## src/rtl/capi_reset_seq_pkg.sv

```systemverilog
// Shared types and widths for the CAPI reset sequencer.
package capi_reset_seq_pkg;

   localparam int CNT_W = 16;
   localparam int STG_W = 3;

   typedef enum logic [1:0] {
      WAIT_LOCK = 2'd0,
      WAIT_ACK  = 2'd1,
      DONE      = 2'd2
   } seq_state_e;

endpackage

```

## src/rtl/capi_sync2.sv

```systemverilog
// Two-flop synchronizer for a single asynchronous level; resets to 0.
module capi_sync2 (
   input  logic clk,
   input  logic rst_n,
   input  logic d,
   output logic q
);

   logic [1:0] sync_q;
   logic [1:0] sync_d;

   always_comb begin
      sync_d = {sync_q[0], d};
   end

   always_ff @(posedge clk or negedge rst_n) begin
      if (!rst_n) begin
         sync_q <= 2'b00;
      end else begin
         sync_q <= sync_d;
      end
   end

   assign q = sync_q[1];

endmodule

```

## src/rtl/capi_reset_sequencer.sv

```systemverilog
// Ordered reset bring-up: qualifies PLL lock for a hold time, then releases
// per-domain resets one at a time, each gated by its ack or a timeout.
module capi_reset_sequencer
   import capi_reset_seq_pkg::*;
#(
   parameter int NUM_STAGES  = 4,
   parameter int HOLD_CYCLES = 1000,
   parameter int ACK_TIMEOUT = 4096
) (
   input  logic                  CLK,
   input  logic                  RESET_N,
   input  logic                  PLL_LOCKED,
   input  logic                  SOFT_RESET_REQ,
   input  logic [NUM_STAGES-1:0] STAGE_ACK,
   output logic [NUM_STAGES-1:0] STAGE_RESET,
   output logic [2:0]            CUR_STAGE,
   output logic                  ALL_RELEASED,
   output logic                  TIMEOUT_ERR
);

   localparam logic [CNT_W-1:0] HOLD_LAST = CNT_W'(HOLD_CYCLES - 1);
   localparam logic [CNT_W-1:0] TMO_LAST  = CNT_W'(ACK_TIMEOUT - 1);
   localparam logic [STG_W-1:0] LAST_STG  = STG_W'(NUM_STAGES - 1);

   logic                  lock_s;
   seq_state_e            state_q, state_d;
   logic [NUM_STAGES-1:0] stage_rst_q, stage_rst_d;
   logic [STG_W-1:0]      cur_stage_q, cur_stage_d;
   logic                  all_rel_q, all_rel_d;
   logic                  tmo_err_q, tmo_err_d;
   logic                  hold_done_q, hold_done_d;
   logic [CNT_W-1:0]      hold_cnt_q, hold_cnt_d;
   logic [CNT_W-1:0]      tmo_cnt_q, tmo_cnt_d;
   logic                  abort;
   logic                  ack_cur;
   logic                  accept;
   logic [STG_W-1:0]      nxt_stage;

   capi_sync2 u_lock_sync (
      .clk   (CLK),
      .rst_n (RESET_N),
      .d     (PLL_LOCKED),
      .q     (lock_s)
   );

   always_comb begin
      ack_cur = 1'b0;
      for (int i = 0; i < NUM_STAGES; i++) begin
         if (cur_stage_q == STG_W'(i)) ack_cur = STAGE_ACK[i];
      end
   end

   always_comb begin
      state_d     = state_q;
      stage_rst_d = stage_rst_q;
      cur_stage_d = cur_stage_q;
      all_rel_d   = all_rel_q;
      tmo_err_d   = tmo_err_q;
      hold_done_d = hold_done_q;
      hold_cnt_d  = hold_cnt_q;
      tmo_cnt_d   = tmo_cnt_q;
      abort       = !lock_s || SOFT_RESET_REQ;
      accept      = ack_cur || (tmo_cnt_q == TMO_LAST);
      nxt_stage   = cur_stage_q + STG_W'(1);

      // Abort outranks any accept; TIMEOUT_ERR survives until the next stage-0 release.
      if (state_q != WAIT_LOCK && abort) begin
         state_d     = WAIT_LOCK;
         stage_rst_d = '1;
         cur_stage_d = '0;
         all_rel_d   = 1'b0;
         hold_cnt_d  = '0;
         hold_done_d = 1'b0;
         tmo_cnt_d   = '0;
      end else begin
         case (state_q)
            WAIT_LOCK: begin
               if (abort) begin
                  hold_cnt_d  = '0;
                  hold_done_d = 1'b0;
               end else if (hold_done_q) begin
                  state_d        = WAIT_ACK;
                  stage_rst_d    = '1;
                  stage_rst_d[0] = 1'b0;
                  cur_stage_d    = '0;
                  tmo_cnt_d      = '0;
                  tmo_err_d      = 1'b0;
                  hold_cnt_d     = '0;
                  hold_done_d    = 1'b0;
               end else if (hold_cnt_q == HOLD_LAST) begin
                  hold_done_d = 1'b1;
               end else begin
                  hold_cnt_d = hold_cnt_q + CNT_W'(1);
               end
            end
            WAIT_ACK: begin
               if (accept) begin
                  if (!ack_cur) tmo_err_d = 1'b1;
                  if (cur_stage_q == LAST_STG) begin
                     state_d   = DONE;
                     all_rel_d = 1'b1;
                  end else begin
                     for (int i = 0; i < NUM_STAGES; i++) begin
                        if (nxt_stage == STG_W'(i)) stage_rst_d[i] = 1'b0;
                     end
                     cur_stage_d = nxt_stage;
                     tmo_cnt_d   = '0;
                  end
               end else begin
                  tmo_cnt_d = tmo_cnt_q + CNT_W'(1);
               end
            end
            DONE: begin
            end
            default: begin
               state_d     = WAIT_LOCK;
               stage_rst_d = '1;
               cur_stage_d = '0;
               all_rel_d   = 1'b0;
               hold_cnt_d  = '0;
               hold_done_d = 1'b0;
               tmo_cnt_d   = '0;
            end
         endcase
      end
   end

   always_ff @(posedge CLK or negedge RESET_N) begin
      if (!RESET_N) begin
         state_q     <= WAIT_LOCK;
         stage_rst_q <= '1;
         cur_stage_q <= '0;
         all_rel_q   <= 1'b0;
         tmo_err_q   <= 1'b0;
         hold_done_q <= 1'b0;
         hold_cnt_q  <= '0;
         tmo_cnt_q   <= '0;
      end else begin
         state_q     <= state_d;
         stage_rst_q <= stage_rst_d;
         cur_stage_q <= cur_stage_d;
         all_rel_q   <= all_rel_d;
         tmo_err_q   <= tmo_err_d;
         hold_done_q <= hold_done_d;
         hold_cnt_q  <= hold_cnt_d;
         tmo_cnt_q   <= tmo_cnt_d;
      end
   end

   assign STAGE_RESET  = stage_rst_q;
   assign CUR_STAGE    = cur_stage_q;
   assign ALL_RELEASED = all_rel_q;
   assign TIMEOUT_ERR  = tmo_err_q;

endmodule

```

## config.mk

```make
export PLATFORM = sky130hd
export DESIGN_NAME = capi_reset_sequencer
export DESIGN_NICKNAME = d
export VERILOG_FILES = /design/src/rtl/capi_reset_seq_pkg.sv /design/src/rtl/capi_sync2.sv /design/src/rtl/capi_reset_sequencer.sv
export SDC_FILE = /design/constraint.sdc
export NUM_CORES = 1
export LEC_CHECK = 0
export ABC_AREA = 0
export ABC_CLOCK_PERIOD_IN_PS = 6450
export BUFFER_PORTS_ARGS = -buffer_cell sky130_fd_sc_hd__buf_4
export CAP_MARGIN = 30
export CORE_ASPECT_RATIO = 0.7
export CORE_MARGIN = 1
export CORE_UTILIZATION = 28
export CTS_CLUSTER_DIAMETER = 100
export DETAILED_ROUTE_END_ITERATION = 8
export GPL_ROUTABILITY_DRIVEN = 0
export PLACE_DENSITY = 0.44
export SLEW_MARGIN = 5
export SYNTH_ARGS = -nofsm -noshare
export SYNTH_HDL_FRONTEND = slang
export SYNTH_HIERARCHICAL = 1
export SYNTH_SLANG_ARGS = --single-unit
```

## constraint.sdc

```tcl
create_clock -name CLK -period 6.45 [get_ports CLK]
set_input_delay 1.29 -clock CLK [delete_from_list [all_inputs] [get_ports CLK]]
set_output_delay 1.29 -clock CLK [all_outputs]
set_load 0.05 [all_outputs]
```

==> run summary, run 1 <==
outcome - complete, no violations
total grt overflow - 0
via count - 2,015
# resized after CTS - 0
slew margin rel. - 50.2%
share of layout cells above drive strength 1 - 16.8%
Routed wire per std cell - 14.7 µm
# nets final - 304
CTS Hold Bufs - 0
CTS HTree Levels - 2
max-slew violations - 0
minimum clock period - 2.93 ns
mapped cell area - 2700 µm²
Crit. End Element - flip-flop
Post-synth top flop - dfrtp_1
clk_skew - 0.00458 ns
register area - 1160 µm²
hold path endpoint - u_lock_sync/sync_q[1]$_DFF_PN0_
Worst Reg-to-Reg Cells - 6
Die W - 119 µm
post-detailed-route count of antenna-violating nets - 0
via count of the first global-routing pass - 1,948
largest net degree at the start of global routing - 47
boundary pin count - 17
main area contributors after synthesis - dfrtp_1, ha_1, dfstp_2, xor2_1, nor2_1
Iteration-0 DRC Markers - 124
RSZ-0062 raised after global routing - false
Layout Area Growth over Synthesis - 14.5%
Hold Path Stages - 0
cell taking the most area after synthesis - dfrtp_1
ant diodes - 0
reg2reg end - hold_cnt_q[11]$_DFFE_PN0P_
synthesized netlist cell count - 267
sequential fraction of the synthesis area - 42.8%
hold_sp - u_lock_sync/sync_q[0]$_DFF_PN0_
PD cells - 185 nW/µm²
footprint of the multi-input gates - 1470 µm²
max cap viols - 0
CP Max Fanout - 13
period utilisation layout - 45.4%
crit-path cells - buf_4 -> nor2b_2 -> o211ai_2 -> o21ai_2 -> nor2_2 -> mux2_2
cts bufs inserted - 5
Clock Path Buffers - 2
first-pass GRT wire length - 10,300 µm
most common cell in the netlist - dfrtp_1
most frequent cells after synthesis - dfrtp_1, nor2_1, nand2_1
initial antenna violation count - 0
slew of the pin with the lowest slew margin - 0.743 ns
highest ir drop seen on vdd - 0.0796 mV
LEAKAGE - 1.25 nW
crit path DAT - 3.10 ns
clock root buffer - clkbuf_16
drt total wl - 6020 µm
Peak Freq - 342 MHz
fill cell count - 961
final setup fails - 0
Die Height - 84.2 µm
worst slack at placement - 3.22 ns
required time of the critical path - 6.62 ns
FP Rows - 29
IO buf count - 16
CP max stage cell - o21ai_2
1st-pass router iterations - 4
Worst R2R Start - state_q[0]$_DFFE_PN0P_
final hold viol count - 0
Async S/R FF share, synth - 100%
setup tns final - 0 ns
clk slew on worst S/H paths - 0.06 ns
HPWL Detailed - 4350 µm
reg2reg setup slack - 4.01 ns
CTS tree - yes
crit-path max cell delay - 0.51 ns
crit start category - input pin
Yosys warning count - 6
clk_lat worst skew - 0.29 ns
Mean Syn Cell Area - 10.1 µm²
Via density - 4.93
FF+latch count, synth - 46
number of enable flip-flop cells after synthesis - 0
worst setup margin - 3.52 ns
buffers inserted by post-CTS timing repair - 0
HP Class - flip-flop to flip-flop
Syn Nets - 287
critical path class - input pin to flip-flop
DRC - 0
# clock sinks - 46
Netlist cell types - 55
Synth top area share - 38.9%
total track usage - 13.1%
core region area - 9220 µm²
starting density of the core - 29.3%
die area - 10,100 µm²
power breakdown:
part | internal [mW] | switching [mW] | total, mW
Clock | 0.154 | 0.110 | 0.264
Sequential | 0.290 | 0.000806 | 0.291
Combinational | 0.00586 | 0.0135 | 0.0193
kinds of logic (layout without fill, tap and decap cells):
logic type	count (synthesis)	after routing	share of synthesized area, %
AOI/OAI and AO/OA	69	69	19.9
and+or+nand+nor	101	101	21.5
buffers and inverters	18	36	2.92
DFF	46	46	42.8
adders and majority gates	12	12	5.56
muxes	7	7	2.82
xor gates and xnor gates	14	14	4.54
layout by cell type (no fill, tap or decap), drive strengths merged, types with 4 or more instances in the layout:
cell    netlist  final
a211oi        5      5
a21oi        13     13
a22o          6      6
and2          4      4
and4          6      6
buf           3     16
clkbuf        3      6
dfrtp        42     42
dfstp         4      4
ha           12     12
inv          12     12
mux2          5      5
nand2        15     15
nand3        12     12
nand4         9      9
nor2         23     23
nor2b         5      5
nor3          6      6
o21a          5      5
o21ai        18     18
or4           6      6
xnor2         4      4
xor2         10     10
worst max-delay path by stage:
stage	slack, ns	cells past startpoint	endpoint	from
after floorplan	3.78	5	state_q[0]$_DFFE_PN0P_	SOFT_RESET_REQ
after global placement	3.28	6	tmo_cnt_q[0]$_DFFE_PN0P_	SOFT_RESET_REQ
after detailed placement	3.22	6	tmo_cnt_q[0]$_DFFE_PN0P_	SOFT_RESET_REQ
after CTS	3.52	6	tmo_cnt_q[0]$_DFFE_PN0P_	SOFT_RESET_REQ
after global routing	3.38	6	tmo_cnt_q[0]$_DFFE_PN0P_	SOFT_RESET_REQ
final	3.52	6	tmo_cnt_q[0]$_DFFE_PN0P_	SOFT_RESET_REQ
flip-flops by register name (all words and copies together) (netlist names):
register,flops
hold_done_q,1
state_q,2
TIMEOUT_ERR,1
CUR_STAGE,3
STAGE_RESET,4
u_lock_sync/sync_q,2
ALL_RELEASED,1
hold_cnt_q,16
tmo_cnt_q,16
cell type report:
cell class              count  area share, %
well taps                 124           5.01
inverters                  12           1.46
repair buffers             16           3.88
flip-flops and latches     46           37.3
multi-input cells         203           47.4
clock inverters             2          0.404
clock buffers               6           4.49
worst max-delay path: cells and delay by family:
family / cells / cell delay [ns]
AOI/OAI and AO/OA: 2 / 0.74
muxes: 1 / 0.29
and+or+nand+nor: 2 / 0.66
buffers and inverters: 1 / 0.12
metal layers:
metal | share of wire [%] | global-route usage, % | vias up
met5 | 0 | 0 | -
met4 | 0.91 | 4.43 | 0
met3 | 3.8 | 2.72 | 4
met2 | 35 | 15.5 | 34
met1 | 60 | 21.9 | 941
li1 | - | - | 1036
stage by stage:
stage / cells / instance area, µm² / power [mW] / hold slack (ns) / utilization, %
after global placement: 401 / 2940 / 0.316 / 0.333 / 31.9
after floorplan: 267 / 2700 / 0.304 / 0.331 / -
final: 409 / 3100 / 0.574 / 0.349 / 33.6
after global routing: 409 / 3100 / 0.603 / 0.365 / 33.6
after CTS: 409 / 3100 / 0.586 / 0.352 / 33.6
after detailed placement: 401 / 2940 / 0.316 / 0.340 / 31.9
No activity file was read; power rests on OpenSTA's default activity.
==> inputs of run 2 (changes only) <==
--- a/config.mk
+++ b/config.mk
@@ -6,7 +6,7 @@
 export NUM_CORES = 1
 export LEC_CHECK = 0
 export ABC_AREA = 0
-export ABC_CLOCK_PERIOD_IN_PS = 6450
+export ABC_CLOCK_PERIOD_IN_PS = 2500
 export BUFFER_PORTS_ARGS = -buffer_cell sky130_fd_sc_hd__buf_4
 export CAP_MARGIN = 30
 export CORE_ASPECT_RATIO = 0.7
@@ -15,7 +15,7 @@
 export CTS_CLUSTER_DIAMETER = 100
 export DETAILED_ROUTE_END_ITERATION = 8
 export GPL_ROUTABILITY_DRIVEN = 0
-export PLACE_DENSITY = 0.44
+export PLACE_DENSITY = 0.45
 export SLEW_MARGIN = 5
 export SYNTH_ARGS = -nofsm -noshare
 export SYNTH_HDL_FRONTEND = slang
==> constraint.sdc (replaced) <==
create_clock -name CLK -period 2.5 [get_ports CLK]
set_input_delay 0.5 -clock CLK [delete_from_list [all_inputs] [get_ports CLK]]
set_output_delay 0.5 -clock CLK [all_outputs]
set_load 0.05 [all_outputs]
==> run 2 against run 1 <==
Worst setup slack worse by 3.3 ns. Critical endpoint is now tmo_cnt_q[14]$_DFFE_PN0P_. Sequential power rose to 2.6 times the previous value. Non-clock buffer count up 6. Largest cell class unchanged. Power rose to 2.6 times the previous value. Clock skew up 0.0029 ns. Via count up 3.6%. Cell count up 1.5%. Clock-buffer cell count up 1. Hold slack worse by 0.13 ns. Critical path depth up 1.
==> run summary, run 2 (same netlist as run 1, synthesis figures left out) <==
outcome - complete, no violations
DRC - 0 (unchanged)
cts bufs inserted - 5 (unchanged)
initial antenna violation count - 0 (unchanged)
Routed wire per std cell - 14.4 µm (-2.5%)
crit start category - flip-flop
via count of the first global-routing pass - 1,980 (+1.6%)
setup tns final - 0 ns (unchanged)
required time of the critical path - 2.71 ns (-3.91 ns)
CP Max Fanout - 13 (unchanged)
most frequent cells in the layout - dfrtp_1, nor2_1, buf_4, nand2_1, o21ai_0
Die Height - 84.2 µm (unchanged)
1st-pass router iterations - 4 (unchanged)
clock network power share - 45.7% (-0.3 points)
period utilisation layout - 90.5%
die area - 10,100 µm² (unchanged)
clk slew on worst S/H paths - 0.07 ns (about the same)
slew of the pin with the lowest slew margin - 0.601 ns (-0.141 ns)
top sig layer - met4
CTS Hold Bufs - 0 (unchanged)
via count - 2,088 (+3.6%)
# nets final - 310 (+2.0%)
share of layout cells above drive strength 1 - 18.2% (+1.4 points)
Layout Area Growth over Synthesis - 16.3%
starting density of the core - 29.3% (unchanged)
total track usage - 13.3% (+0.19 points)
WL met2 - 2150 µm (+2.3%)
met1 wire length - 3520 µm (-3.4%)
HPWL Detailed - 4380 µm (+0.80%)
core region area - 9220 µm² (unchanged)
hold_ws - 0.216 ns (-0.133 ns)
CTS tree - yes
critical path class - flip-flop to flip-flop
first-pass GRT wire length - 10,500 µm (+1.4%)
IO buf count - 16 (unchanged)
Switch Pwr - 0.317 mW (+150%)
WL met3 - 223 µm (-1.8%)
crit path DAT - 2.47 ns (-0.63 ns)
total grt overflow - 0 (unchanged)
ant diodes - 0 (unchanged)
clock root buffer - clkbuf_16
# clock sinks - 46 (unchanged)
PD cells - 470 nW/µm² (+150%)
largest net degree at the start of global routing - 47 (unchanged)
clk_skew - 0.00745 ns (+0.00287 ns)
Sw Share - 21.5% (-0.27 points)
Via density - 5.03 (+2.1%)
boundary pin count - 17 (unchanged)
Int Pwr - 1.16 mW (+160%)
Die W - 119 µm (unchanged)
minimum clock period - 2.26 ns
Iteration-0 DRC Markers - 188 (+52%)
final setup fails - 0 (unchanged)
drt total wl - 5960 µm (-1.0%)
RSZ-0062 raised after global routing - false
# resized after CTS - 0 (unchanged)
critical path startpoint - state_q[0]$_DFFE_PN0P_
Clock Path Buffers - 2 (unchanged)
max-slew violations - 0 (unchanged)
Worst R2R Start - state_q[0]$_DFFE_PN0P_
logic gate share of total power - 3.6% (+0.2 points)
highest ir drop seen on vdd - 0.227 mV (+190%)
clk_lat worst skew - 0.29 ns (about the same)
HP Class - input pin to async pin
slew margin rel. - 59.9% (+9.8 points)
Crit. End Element - flip-flop
max cap viols - 0 (unchanged)
Reg power frac - 50.7% (about the same)
Peak Freq - 442 MHz
FP Rows - 29 (unchanged)
LEAKAGE - 1.28 nW (+2.4%)
CTS HTree Levels - 2 (unchanged)
post-detailed-route count of antenna-violating nets - 0 (unchanged)
buffers inserted by post-CTS timing repair - 0 (unchanged)
commonest non-fill, non-tap cell in the layout - dfrtp_1
final hold viol count - 0 (unchanged)
[run 2: cell count changes in the layout (fill, tap and decap cells not counted)]
cell,previous run,this run
buf_4,16,22
o21ai_2,2,1
clkbuf_1,0,1
clkinvlp_4,1,0
o21ai_4,1,2
[run 2: power by group through the flow]
stage                     Clock (mW)  Combinational [mW]  Sequential [mW]
after floorplan                    0              0.0220            0.763
after global placement             0              0.0550            0.763
after detailed placement           0              0.0548            0.763
after CTS                      0.702              0.0550            0.749
after global routing           0.735              0.0614            0.749
final                          0.676              0.0534            0.750
[run 2: cell type report]
| type | count | area [µm²] |
|---|---|---|
| fill | 949 | 6070 |
| multi-input combinational | 203 | 1480 |
| sequential | 46 | 1160 |
| timing repair buffer | 22 | 165 |
| tap | 124 | 155 |
| clock buffer | 7 | 143 |
| inverter | 12 | 45.0 |
| clock inverter | 1 | 5.00 |
[run 2: path summary, 6_finish.rpt]
| check | endpoint | slack, ns | depth (start not counted) |
|---|---|---|---|
| hold reg to reg | u_lock_sync/sync_q[1]$_DFF_PN0_ | 0.35 | 0 |
| hold / removal | hold_cnt_q[15]$_DFFE_PN0P_ | 0.22 | 1 |
| max in group asynchronous | CUR_STAGE[1]$_DFFE_PN0P_ | 1.87 | 1 |
| setup / recovery | tmo_cnt_q[14]$_DFFE_PN0P_ | 0.24 | 7 |
| setup reg to reg | tmo_cnt_q[14]$_DFFE_PN0P_ | 0.24 | 7 |
| min in group CLK | u_lock_sync/sync_q[0]$_DFF_PN0_ | 0.32 | 1 |
[run 2: per-layer routing]
layer | GRT usage [%] | vias up
met2 | 16.7 | 34
met3 | 2.92 | 7
met1 | 21.7 | 1003
li1 | - | 1044
met4 | 3.75 | 0
met5 | 0 | -
[run 2: worst max-delay path, stage by stage, from the launching register on]
cell and delay, ns:
dfrtp_1 0.40, inv_1 0.08, ha_1 0.31, buf_4 0.21, a22oi_4 0.32, o21ai_4 0.20, or4_1 0.53, a21oi_1 0.15
[run 2: per-stage QoR]
stage,instance area [µm²],worst slack (ns),std cells,power [mW],utilization [%]
after floorplan,2700,0.0404,267,0.785,-
after global placement,2990,0.294,407,0.818,32.4
after detailed placement,2990,0.211,407,0.818,32.4
after CTS,3140,0.191,415,1.51,34.0
after global routing,3140,0.0482,415,1.55,34.1
final,3140,0.238,415,1.48,34.1
==> inputs of run 3 (changes only) <==
--- a/config.mk
+++ b/config.mk
@@ -11,11 +11,12 @@
 export CAP_MARGIN = 30
 export CORE_ASPECT_RATIO = 0.7
 export CORE_MARGIN = 1
-export CORE_UTILIZATION = 28
+export CORE_UTILIZATION = 45
 export CTS_CLUSTER_DIAMETER = 100
 export DETAILED_ROUTE_END_ITERATION = 8
 export GPL_ROUTABILITY_DRIVEN = 0
-export PLACE_DENSITY = 0.45
+export MAX_ROUTING_LAYER = met4
+export PLACE_DENSITY = 0.65
 export SLEW_MARGIN = 5
 export SYNTH_ARGS = -nofsm -noshare
 export SYNTH_HDL_FRONTEND = slang
==> run 3 against run 2 <==
Register-to-register slack about the same. Critical endpoint is now state_q[0]$_DFFE_PN0P_. Power fell by 14%. Global-route usage up 7.7 points. Sequential share of layout area up 1.3 points. Critical path depth unchanged. Maximum frequency grew 0.59%. Largest power group unchanged. Largest cell class unchanged.
==> run summary, run 3 (same netlist as run 1, synthesis figures left out) <==
outcome - complete, no violations
clk slew on worst S/H paths - 0.09 ns (+0.02 ns)
Layout Area Growth over Synthesis - 12.4%
highest ir drop seen on vdd - 0.185 mV (-18%)
LEAKAGE - 1.27 nW (-1.4%)
logic gate share of total power - 4.1% (+0.5 points)
# clock sinks - 46 (unchanged)
CP max stage cell - a2111o_2
RSZ-0062 raised after global routing - false
PD cells - 421 nW/µm² (-11%)
1st-pass router iterations - 4 (unchanged)
slew margin rel. - 49.3% (-11 points)
initial antenna violation count - 0 (unchanged)
FP Rows - 23 (-21%)
CP top delay family - compound AO/OA/AOI/OAI gates
CP Max Fanout - 8 (-5)
crit start category - flip-flop
total grt overflow - 0 (unchanged)
period utilisation layout - 90.0% (-0.54 points)
Reg power frac - 58.6% (+7.9 points)
WP buf/inv - 1 (-1)
CTS tree - yes
required time of the critical path - 2.68 ns (-0.03 ns)
setup tns final - 0 ns (unchanged)
clock root buffer - clkbuf_8
core region area - 5760 µm² (-38%)
Die W - 94.6 µm (-21%)
HP Class - input pin to async pin
final setup fails - 0 (unchanged)
Int Pwr - 0.987 mW (-15%)
ant diodes - 0 (unchanged)
# nets final - 312 (+0.65%)
first-pass GRT wire length - 9790 µm (-6.3%)
crit path DAT - 2.43 ns (-0.04 ns)
HPWL Detailed - 4160 µm (-5.2%)
starting density of the core - 47.0% (+18 points)
slew of the pin with the lowest slew margin - 0.758 ns (+0.156 ns)
Routed wire per std cell - 15.3 µm (+6.6%)
max-slew violations - 0 (unchanged)
drt total wl - 5630 µm (-5.5%)
Via density - 5.81 (+15%)
critical path class - flip-flop to flip-flop
Peak Freq - 445 MHz (+0.59%)
clock network power share - 37.3% (-8.4 points)
crit-path max cell delay - 0.57 ns (+0.04 ns)
crit-path cells - inv_1 -> ha_1 -> a21oi_1 -> a221oi_2 -> a2111o_2 -> o211ai_1 -> mux2_1
# resized after CTS - 0 (unchanged)
Sw Share - 22.8% (+1.3 points)
max cap viols - 0 (unchanged)
CTS HTree Levels - 2 (unchanged)
post-detailed-route count of antenna-violating nets - 0 (unchanged)
Crit. End Element - flip-flop
DRC - 0 (unchanged)
final hold viol count - 0 (unchanged)
share of layout cells above drive strength 1 - 19.1% (+0.90 points)
overall power - 1.28 mW (-14%)
via count - 2,138 (+2.4%)
die area - 6320 µm² (-37%)
via count of the first global-routing pass - 1,972 (-0.40%)
Iteration-0 DRC Markers - 111 (-41%)
IO buf count - 16 (unchanged)
clk_lat worst skew - 0.30 ns (about the same)
total track usage - 20.9% (+7.7 points)
buffers inserted by post-CTS timing repair - 0 (unchanged)
clk_skew - 0.0127 ns (+0.00524 ns)
most frequent cells in the layout - dfrtp_1, buf_4, nor2_1, nand2_1, o21ai_0
cts bufs inserted - 5 (unchanged)
Switch Pwr - 0.291 mW (-8.3%)
minimum clock period - 2.25 ns (-0.0134 ns)
commonest non-fill, non-tap cell in the layout - dfrtp_1
CTS Hold Bufs - 0 (unchanged)
Die Height - 66.8 µm (-21%)
boundary pin count - 17 (unchanged)
Clock Path Buffers - 2 (unchanged)
largest net degree at the start of global routing - 47 (unchanged)
## run 3: changes by cell type in the layout (fill, tap and decap cells not counted), sizes merged
cell,previous run,this run
clkbuf,7,6
buf,22,24
clkinvlp,0,1
## run 3: per-stage QoR
step / hold WS (ns) / utilization (%) / setup WS, ns / instances / area, µm²
6_report: 0.199 / 52.8 / 0.251 / 368 / 3040
5_1_grt: 0.239 / 52.8 / 0.123 / 368 / 3040
4_1_cts: 0.221 / 52.8 / 0.246 / 368 / 3040
3_5_place_dp: 0.343 / 51.1 / 0.285 / 360 / 2940
3_3_place_gp: 0.333 / 51.1 / 0.339 / 360 / 2940
2_1_floorplan: 0.204 / - / 0.0404 / 267 / 2700
## run 3: final cells by class
| type | count | area, µm² |
|---|---|---|
| multi-input cells | 203 | 1470 |
| well taps | 75 | 93.8 |
| flip-flops and latches | 46 | 1160 |
| fillers | 513 | 2720 |
| clock inverters | 2 | 12.5 |
| inverters | 12 | 45.0 |
| repair buffers | 24 | 180 |
| clock buffers | 6 | 82.6 |
## run 3: worst reg2reg max path, cell delays in order (launching register included)
cell and delay [ns]:
dfrtp_1 0.45, inv_1 0.12, ha_1 0.25, a21oi_1 0.16
a221oi_2 0.12, a2111o_2 0.57, o211ai_1 0.13, mux2_1 0.34
## run 3: power groups by stage
stage,Combinational (mW),Sequential [mW],Clock (mW)
finish,0.0518,0.749,0.477
floorplan,0.0220,0.763,0
global route,0.0588,0.749,0.534
CTS,0.0536,0.749,0.496
global placement,0.0530,0.763,0
detailed placement,0.0534,0.764,0
## run 3: per-layer routing
metal | up-vias | global-route usage [%] | part of all wire, %
li1 | 1051 | - | -
met1 | 1023 | 33.2 | 55
met2 | 62 | 26.5 | 38
met3 | 2 | 4.45 | 6.5
met4 | 0 | 3.98 | 0.23
met5 | - | - | 0
## run 3: worst paths after layout
path                                                      start  depth (start not counted)  slack, ns                              end
worst max-delay path                   CUR_STAGE[0]$_DFFE_PN0P_                          7       0.25           state_q[0]$_DFFE_PN0P_
worst min-delay path                                    RESET_N                          1       0.20        hold_cnt_q[6]$_DFFE_PN0P_
worst max register to register         CUR_STAGE[0]$_DFFE_PN0P_                          7       0.25           state_q[0]$_DFFE_PN0P_
worst min register to register  u_lock_sync/sync_q[0]$_DFF_PN0_                          0       0.37  u_lock_sync/sync_q[1]$_DFF_PN0_
max in group asynchronous                               RESET_N                          1       1.91       hold_cnt_q[11]$_DFFE_PN0P_
min in group CLK                                     PLL_LOCKED                          1       0.30  u_lock_sync/sync_q[0]$_DFF_PN0_
